## src/rtl/sound_gen.sv

```systemverilog
`default_nettype none
// ============================================================================
// Module      : sound_gen
// Description : Two-tone square-wave sound generator with edge-triggered
//               requests, tone-2 priority and a mute gate on the speaker.
// Revision    : 1.0 - initial release
// ============================================================================
module sound_gen #(
  parameter int HALF_PERIOD_1 = 28409,
  parameter int HALF_PERIOD_2 = 14205,
  parameter int DURATION_1    = 2500000,
  parameter int DURATION_2    = 2500000
) (
  input  logic       clk,
  input  logic       reset,
  input  logic       play_sound1,
  input  logic       play_sound2,
  input  logic       mute,
  output logic       speaker,
  output logic       busy,
  output logic [1:0] tone_id
);

  localparam logic [15:0] C_HP1_LAST  = 16'(HALF_PERIOD_1 - 1);
  localparam logic [15:0] C_HP2_LAST  = 16'(HALF_PERIOD_2 - 1);
  localparam logic [23:0] C_DUR1_LAST = 24'(DURATION_1 - 1);
  localparam logic [23:0] C_DUR2_LAST = 24'(DURATION_2 - 1);

  typedef enum logic [1:0] {
    ST_IDLE  = 2'd0,
    ST_TONE1 = 2'd1,
    ST_TONE2 = 2'd2
  } state_t;

  state_t      r_state;
  state_t      w_state_next;
  logic        r_prev1;
  logic        r_prev2;
  logic        w_rise1;
  logic        w_rise2;
  logic [15:0] r_hp_cnt;
  logic [15:0] w_hp_cnt_next;
  logic [23:0] r_dur_cnt;
  logic [23:0] w_dur_cnt_next;
  logic        r_wave;
  logic        w_wave_next;
  logic        w_tone_active;
  logic [15:0] w_hp_last;
  logic [23:0] w_dur_last;
  logic [1:0]  w_tone_id_next;
  logic        r_speaker;
  logic        r_busy;
  logic [1:0]  r_tone_id;

  // Previous-level registers reset high so a request held through reset
  // release is not mistaken for a new rising edge.
  always_ff @(posedge clk or posedge reset) begin
    if (reset) begin
      r_prev1 <= 1'b1;
      r_prev2 <= 1'b1;
    end else begin
      r_prev1 <= play_sound1;
      r_prev2 <= play_sound2;
    end
  end

  assign w_rise1 = play_sound1 & ~r_prev1;
  assign w_rise2 = play_sound2 & ~r_prev2;

  assign w_tone_active = (r_state == ST_TONE1) || (r_state == ST_TONE2);
  assign w_hp_last     = (r_state == ST_TONE2) ? C_HP2_LAST  : C_HP1_LAST;
  assign w_dur_last    = (r_state == ST_TONE2) ? C_DUR2_LAST : C_DUR1_LAST;

  always_comb begin
    w_state_next   = r_state;
    w_hp_cnt_next  = r_hp_cnt;
    w_dur_cnt_next = r_dur_cnt;
    w_wave_next    = r_wave;

    if (w_rise2) begin
      w_state_next   = ST_TONE2;
      w_hp_cnt_next  = 16'd0;
      w_dur_cnt_next = 24'd0;
      w_wave_next    = 1'b1;
    end else if (w_rise1 && (r_state != ST_TONE2)) begin
      w_state_next   = ST_TONE1;
      w_hp_cnt_next  = 16'd0;
      w_dur_cnt_next = 24'd0;
      w_wave_next    = 1'b1;
    end else if (w_tone_active) begin
      if (r_dur_cnt == w_dur_last) begin
        w_state_next   = ST_IDLE;
        w_hp_cnt_next  = 16'd0;
        w_dur_cnt_next = 24'd0;
        w_wave_next    = 1'b0;
      end else begin
        w_dur_cnt_next = r_dur_cnt + 24'd1;
        if (r_hp_cnt == w_hp_last) begin
          w_hp_cnt_next = 16'd0;
          w_wave_next   = ~r_wave;
        end else begin
          w_hp_cnt_next = r_hp_cnt + 16'd1;
        end
      end
    end else begin
      // Idle (or an unreachable encoding): park everything at zero.
      w_state_next   = ST_IDLE;
      w_hp_cnt_next  = 16'd0;
      w_dur_cnt_next = 24'd0;
      w_wave_next    = 1'b0;
    end
  end

  always_comb begin
    w_tone_id_next = 2'd0;
    case (w_state_next)
      ST_TONE1: w_tone_id_next = 2'd1;
      ST_TONE2: w_tone_id_next = 2'd2;
      default:  w_tone_id_next = 2'd0;
    endcase
  end

  always_ff @(posedge clk or posedge reset) begin
    if (reset) begin
      r_state   <= ST_IDLE;
      r_hp_cnt  <= 16'd0;
      r_dur_cnt <= 24'd0;
      r_wave    <= 1'b0;
      r_speaker <= 1'b0;
      r_busy    <= 1'b0;
      r_tone_id <= 2'd0;
    end else begin
      r_state   <= w_state_next;
      r_hp_cnt  <= w_hp_cnt_next;
      r_dur_cnt <= w_dur_cnt_next;
      r_wave    <= w_wave_next;
      r_speaker <= w_wave_next & ~mute;
      r_busy    <= (w_state_next != ST_IDLE);
      r_tone_id <= w_tone_id_next;
    end
  end

  assign speaker = r_speaker;
  assign busy    = r_busy;
  assign tone_id = r_tone_id;

endmodule
`default_nettype wire
```

## config.mk

```make
export PLATFORM = sky130hd
export DESIGN_NAME = sound_gen
export DESIGN_NICKNAME = d
export VERILOG_FILES = /design/src/rtl/sound_gen.sv
export SDC_FILE = /design/constraint.sdc
export NUM_CORES = 1
export LEC_CHECK = 0
export BUFFER_PORTS_ARGS = -buffer_cell sky130_fd_sc_hd__buf_2
export CELL_PAD_IN_SITES_DETAIL_PLACEMENT = 1
export CELL_PAD_IN_SITES_GLOBAL_PLACEMENT = 2
export CORE_UTILIZATION = 40
export DETAILED_ROUTE_END_ITERATION = 7
export HOLD_SLACK_MARGIN = 0.1
export PLACE_DENSITY = 0.8
export SETUP_SLACK_MARGIN = 0.02
export SLEW_MARGIN = 20
export SYNTH_ARGS = -nofsm -noshare
export SYNTH_HDL_FRONTEND = slang
export SYNTH_SLANG_ARGS = --single-unit
export TNS_END_PERCENT = 20
```

## constraint.sdc

```tcl
create_clock -name clk -period 2.05 [get_ports clk]
set_input_delay 0 -clock clk [delete_from_list [all_inputs] [get_ports clk]]
set_output_delay 0 -clock clk [all_outputs]
set_load 0.005 [all_outputs]
```

==> reports/metrics.cfg <==
[power_and_ir_drop]
switching_share=0.253
internal_power_mw=1.50
irDropWorstVdd_v=0.000354
p_switching_mw=0.507
p_total_mw=2.01
clock_power_share=0.364
share_of_total_power_in_combinational_logic=0.121
share_seq_of_total_power=0.516
p_leak_nw=1.13
power.density_nw_per_um2=735

[timing]
f_max_mhz=534
final-max-slew-violation-count=0
layout_worst_path_cycle_share=0.914
tightestPinTransition_ps=629
timing.slew.headroom=0.581
finalHoldViolCount=0
report.final.setup_viol=0
rsz0062_at_grt=no
time_the_final_worst_path_needs_with_i_o_delays_and_setup_ps=1870
fin_tns_setup_ps=0
setup_clock_skew_after_layout_ps=4.44
fin_ws_ps=177

[clock_tree]
clkSinkCount=49
htree_num_levels=2
tritoncts_clock_tree=built
cts_made_buffers=5
clk-insertion-delay-late_ps=310
clk_root_buffer_cell=sky130_fd_sc_hd__clkbuf_8
worst_setup_hold_path_clk_slew_ps=90
max-clock-path-buffers=2
cts_setup_buffers=0

[die]
initial_utilization=0.425
overall_die_height_um=79.5
io_pins=9
fp-row-count=27
die_w_um=79.5
core_um2=5640
die-area_um2=6310

[worst_setup_path]
timing.critical_path.required_ps=2230
cp.arrival_ps=2050
setup.reg_to_reg.worst_slack_ps=180
worstSetupPathType=reg2reg
crit_path_max_fanout=6
crit_path_cell_trace=and4bb_2 -> nand4b_1 -> a2111oi_4 -> mux2i_2 -> a211oi_2
worst_r2r_path_depth=5
rr_startpoint=r_hp_cnt[7]$_DFF_PP0_
setup.worst_path.end_class=flip-flop
kind_of_start_point_of_the_critical_path=flip-flop
timing.critical_path.slowest_cell_delay_ps=450
r2r_end=speaker$_DFF_PP0_
cp_slowest_cell=sky130_fd_sc_hd__dfrtp_1

[min_path]
hold_end=r_prev2$_DFF_PP1_
hold_depth=2
timing.hold.worst.class=in2reg
hold_path_startpoint=play_sound2

[detailed_routing]
routed_wire_length_per_instance_um=14.9
drt_drc_violations_left=0
post_drt_via_cell_ratio=5.16
vias=1717
totalWireLength_um=4960
drt_pass1_iterations=4
ant_nets=0
drt_first_iter_violations=52

[synthesis]
ys.warnings.count=0
syn-cell-area_um2=2400
syn-instance-count=241
post_synth_net_total=250
combinational_family_with_the_most_area_after_synthesis=simple AND/OR/NAND/NOR gates
synth-adder-area-share=0.0209
avgSynthCellArea_um2=9.96
synth_seq_area_share=0.512
complex_gate_fraction_of_the_synthesized_area=0.0323
ys_seq_elements=49
synthDistinctLibCells=37
synth-simple-area-share=0.271
yosys-mux-area-fraction=0.00417
synth-xor-area-share=0.131

[grt]
first_pass_grt_wire_length_um=8590
grtUsageMet2=0.273
grt_pass1_vias=1762
grtUsageTotal=0.180
global_route.usage.met3=0.0411
top_usage_layer=met2
grt_overflow_total=0
grtUsageMet1=0.252
grt_start_max_net_pins=50
number_of_antenna_violations_at_the_first_check_in_global_routing=0

[layout]
post_route_cells_drive_above_1_share=0.130
syn_to_final_growth_pct=13.7
diodes=0
final_core_util=0.483
fill_cells=634
layout_common_cells=48 x sky130_fd_sc_hd__nor2_1, 47 x sky130_fd_sc_hd__dfrtp_1, 21 x sky130_fd_sc_hd__xor2_1, 20 x sky130_fd_sc_hd__nand2_1, 15 x sky130_fd_sc_hd__xnor2_1
instances_no_fill=333
nets=269
layout_commonest_cell=sky130_fd_sc_hd__nor2_1

[placed_design]
post-dp-hpwl_um=3360
dpl_worst_slack_ps=89.5
place_inst=321
port_buffers=8
gpl.final_weighted_congestion=0.755

[run]
maxCapViolCount=0

[run_status]
result_of_the_run=complete, no violations

==> cell type report <==
| class | count | area [µm²] | share of cell area |
|---|---|---|---|
| Inverter | 8 | 30.0 | 0.0110 |
| Timing Repair Buffer | 18 | 138 | 0.0505 |
| Multi-Input combinational cell | 178 | 1120 | 0.412 |
| Clock buffer | 7 | 86.3 | 0.0317 |
| Sequential cell | 49 | 1230 | 0.450 |
| Tap cell | 72 | 90.1 | 0.0330 |
| Clock inverter | 1 | 30.0 | 0.0110 |
==> worst max path at each step <==
stage                       startpoint                       to  slack (ps)
2_1_floorplan     r_state[0]$_DFF_PP0_   r_hp_cnt[14]$_DFF_PP0_         210
3_3_place_gp      r_state[0]$_DFF_PP0_        speaker$_DFF_PP0_         150
3_5_place_dp      r_state[0]$_DFF_PP0_        speaker$_DFF_PP0_          90
4_1_cts           r_state[0]$_DFF_PP0_        speaker$_DFF_PP0_          70
5_1_grt        r_dur_cnt[11]$_DFF_PP0_  r_dur_cnt[19]$_DFF_PP0_          40
6_report         r_hp_cnt[7]$_DFF_PP0_        speaker$_DFF_PP0_         180
==> what timing repair did <==
action / 4_1_cts / 5_1_grt
endpoints found under the hold margin: 54 / 0
resized for setup: 0 / 3
hold buffers: 4 / 0
endpoints found under the setup margin: 0 / 18
==> metrics by stage <==
step / instance area [µm²] / hold slack [ps]
floorplan: 2400 / 4.48
global placement: 2550 / 121
detailed placement: 2550 / 127
CTS: 2710 / 338
global route: 2730 / 342
finish: 2730 / 349
==> state kept, by name, summed over array words and instances, names as in the netlist <==
signal,cells
r_prev1,1
tone_id,2
r_prev2,1
speaker,1
busy,1
r_dur_cnt,24
r_wave,1
r_state,2
r_hp_cnt,16
==> power by group through the flow <==
stage          registers [mW]  logic, mW  clock network (mW)
2_1_floorplan            1.05      0.162                   0
4_1_cts                  1.04      0.244               0.753
3_3_place_gp             1.05      0.234                   0
3_5_place_dp             1.05      0.237                   0
6_report                 1.03      0.242               0.730
5_1_grt                  1.04      0.277               0.783
==> logic make-up after synthesis <==
group           Yosys count
mux                       1
fa+ha+maj                 4
simple gates            127
buf+inv                  14
xor+xnor                 36
flops                    49
compound gates           10
==> synth_stat cells <==
| master | n | share of area |
|---|---|---|
| sky130_fd_sc_hd__xnor2_1 | 15 | 0.055 |
| sky130_fd_sc_hd__nor3_2 | 1 | 0.0042 |
| sky130_fd_sc_hd__and4bb_2 | 2 | 0.010 |
| sky130_fd_sc_hd__or2_1 | 1 | 0.0026 |
| sky130_fd_sc_hd__o21ai_0 | 2 | 0.0042 |
| sky130_fd_sc_hd__nor4b_1 | 2 | 0.0073 |
| sky130_fd_sc_hd__nor2b_1 | 1 | 0.0026 |
| sky130_fd_sc_hd__and4_1 | 5 | 0.018 |
| sky130_fd_sc_hd__buf_6 | 2 | 0.0094 |
| sky130_fd_sc_hd__dfstp_2 | 2 | 0.022 |
| sky130_fd_sc_hd__o21ba_2 | 1 | 0.0042 |
| sky130_fd_sc_hd__nor4_1 | 2 | 0.0052 |
| sky130_fd_sc_hd__nand2b_1 | 1 | 0.0026 |
| sky130_fd_sc_hd__dfrtp_1 | 47 | 0.49 |
| sky130_fd_sc_hd__inv_1 | 8 | 0.013 |
| sky130_fd_sc_hd__nand2_1 | 20 | 0.031 |
| sky130_fd_sc_hd__nor2_1 | 48 | 0.075 |
| sky130_fd_sc_hd__a21oi_1 | 2 | 0.0042 |
| sky130_fd_sc_hd__nand4b_1 | 1 | 0.0037 |
| sky130_fd_sc_hd__a211oi_2 | 1 | 0.0052 |
| sky130_fd_sc_hd__clkbuf_1 | 4 | 0.0063 |
| sky130_fd_sc_hd__nor3b_1 | 2 | 0.0063 |
| sky130_fd_sc_hd__o21ai_1 | 1 | 0.0021 |
| sky130_fd_sc_hd__nor3_1 | 5 | 0.010 |
| sky130_fd_sc_hd__nor4_2 | 1 | 0.0052 |
| sky130_fd_sc_hd__mux2i_1 | 1 | 0.0042 |
| sky130_fd_sc_hd__ha_1 | 4 | 0.021 |
| sky130_fd_sc_hd__o31ai_1 | 1 | 0.0031 |
| sky130_fd_sc_hd__o21bai_1 | 1 | 0.0031 |
| sky130_fd_sc_hd__and3_1 | 6 | 0.016 |
| sky130_fd_sc_hd__nand3_1 | 13 | 0.027 |
| sky130_fd_sc_hd__or3_1 | 1 | 0.0026 |
| sky130_fd_sc_hd__xor2_1 | 21 | 0.077 |
| sky130_fd_sc_hd__nand4_1 | 12 | 0.031 |
| sky130_fd_sc_hd__and2_1 | 2 | 0.0052 |
| sky130_fd_sc_hd__and4_2 | 1 | 0.0042 |
| sky130_fd_sc_hd__a2111oi_2 | 1 | 0.0063 |
==> metal layers <==
metal | wire [µm] | part of all wire
met4 | 67 | 0.014
met5 | 0 | 0
met2 | 2290 | 0.46
met3 | 99 | 0.020
met1 | 2500 | 0.50
==> worst max-delay path: cells and delay by family, from the launching register on <==
family | cells | cell delay (ps)
AOI/OAI and AO/OA | 2 | 510
DFF | 1 | 450
muxes | 1 | 310
and+or+nand+nor | 2 | 470
No activity file was read; power rests on OpenSTA's default activity.
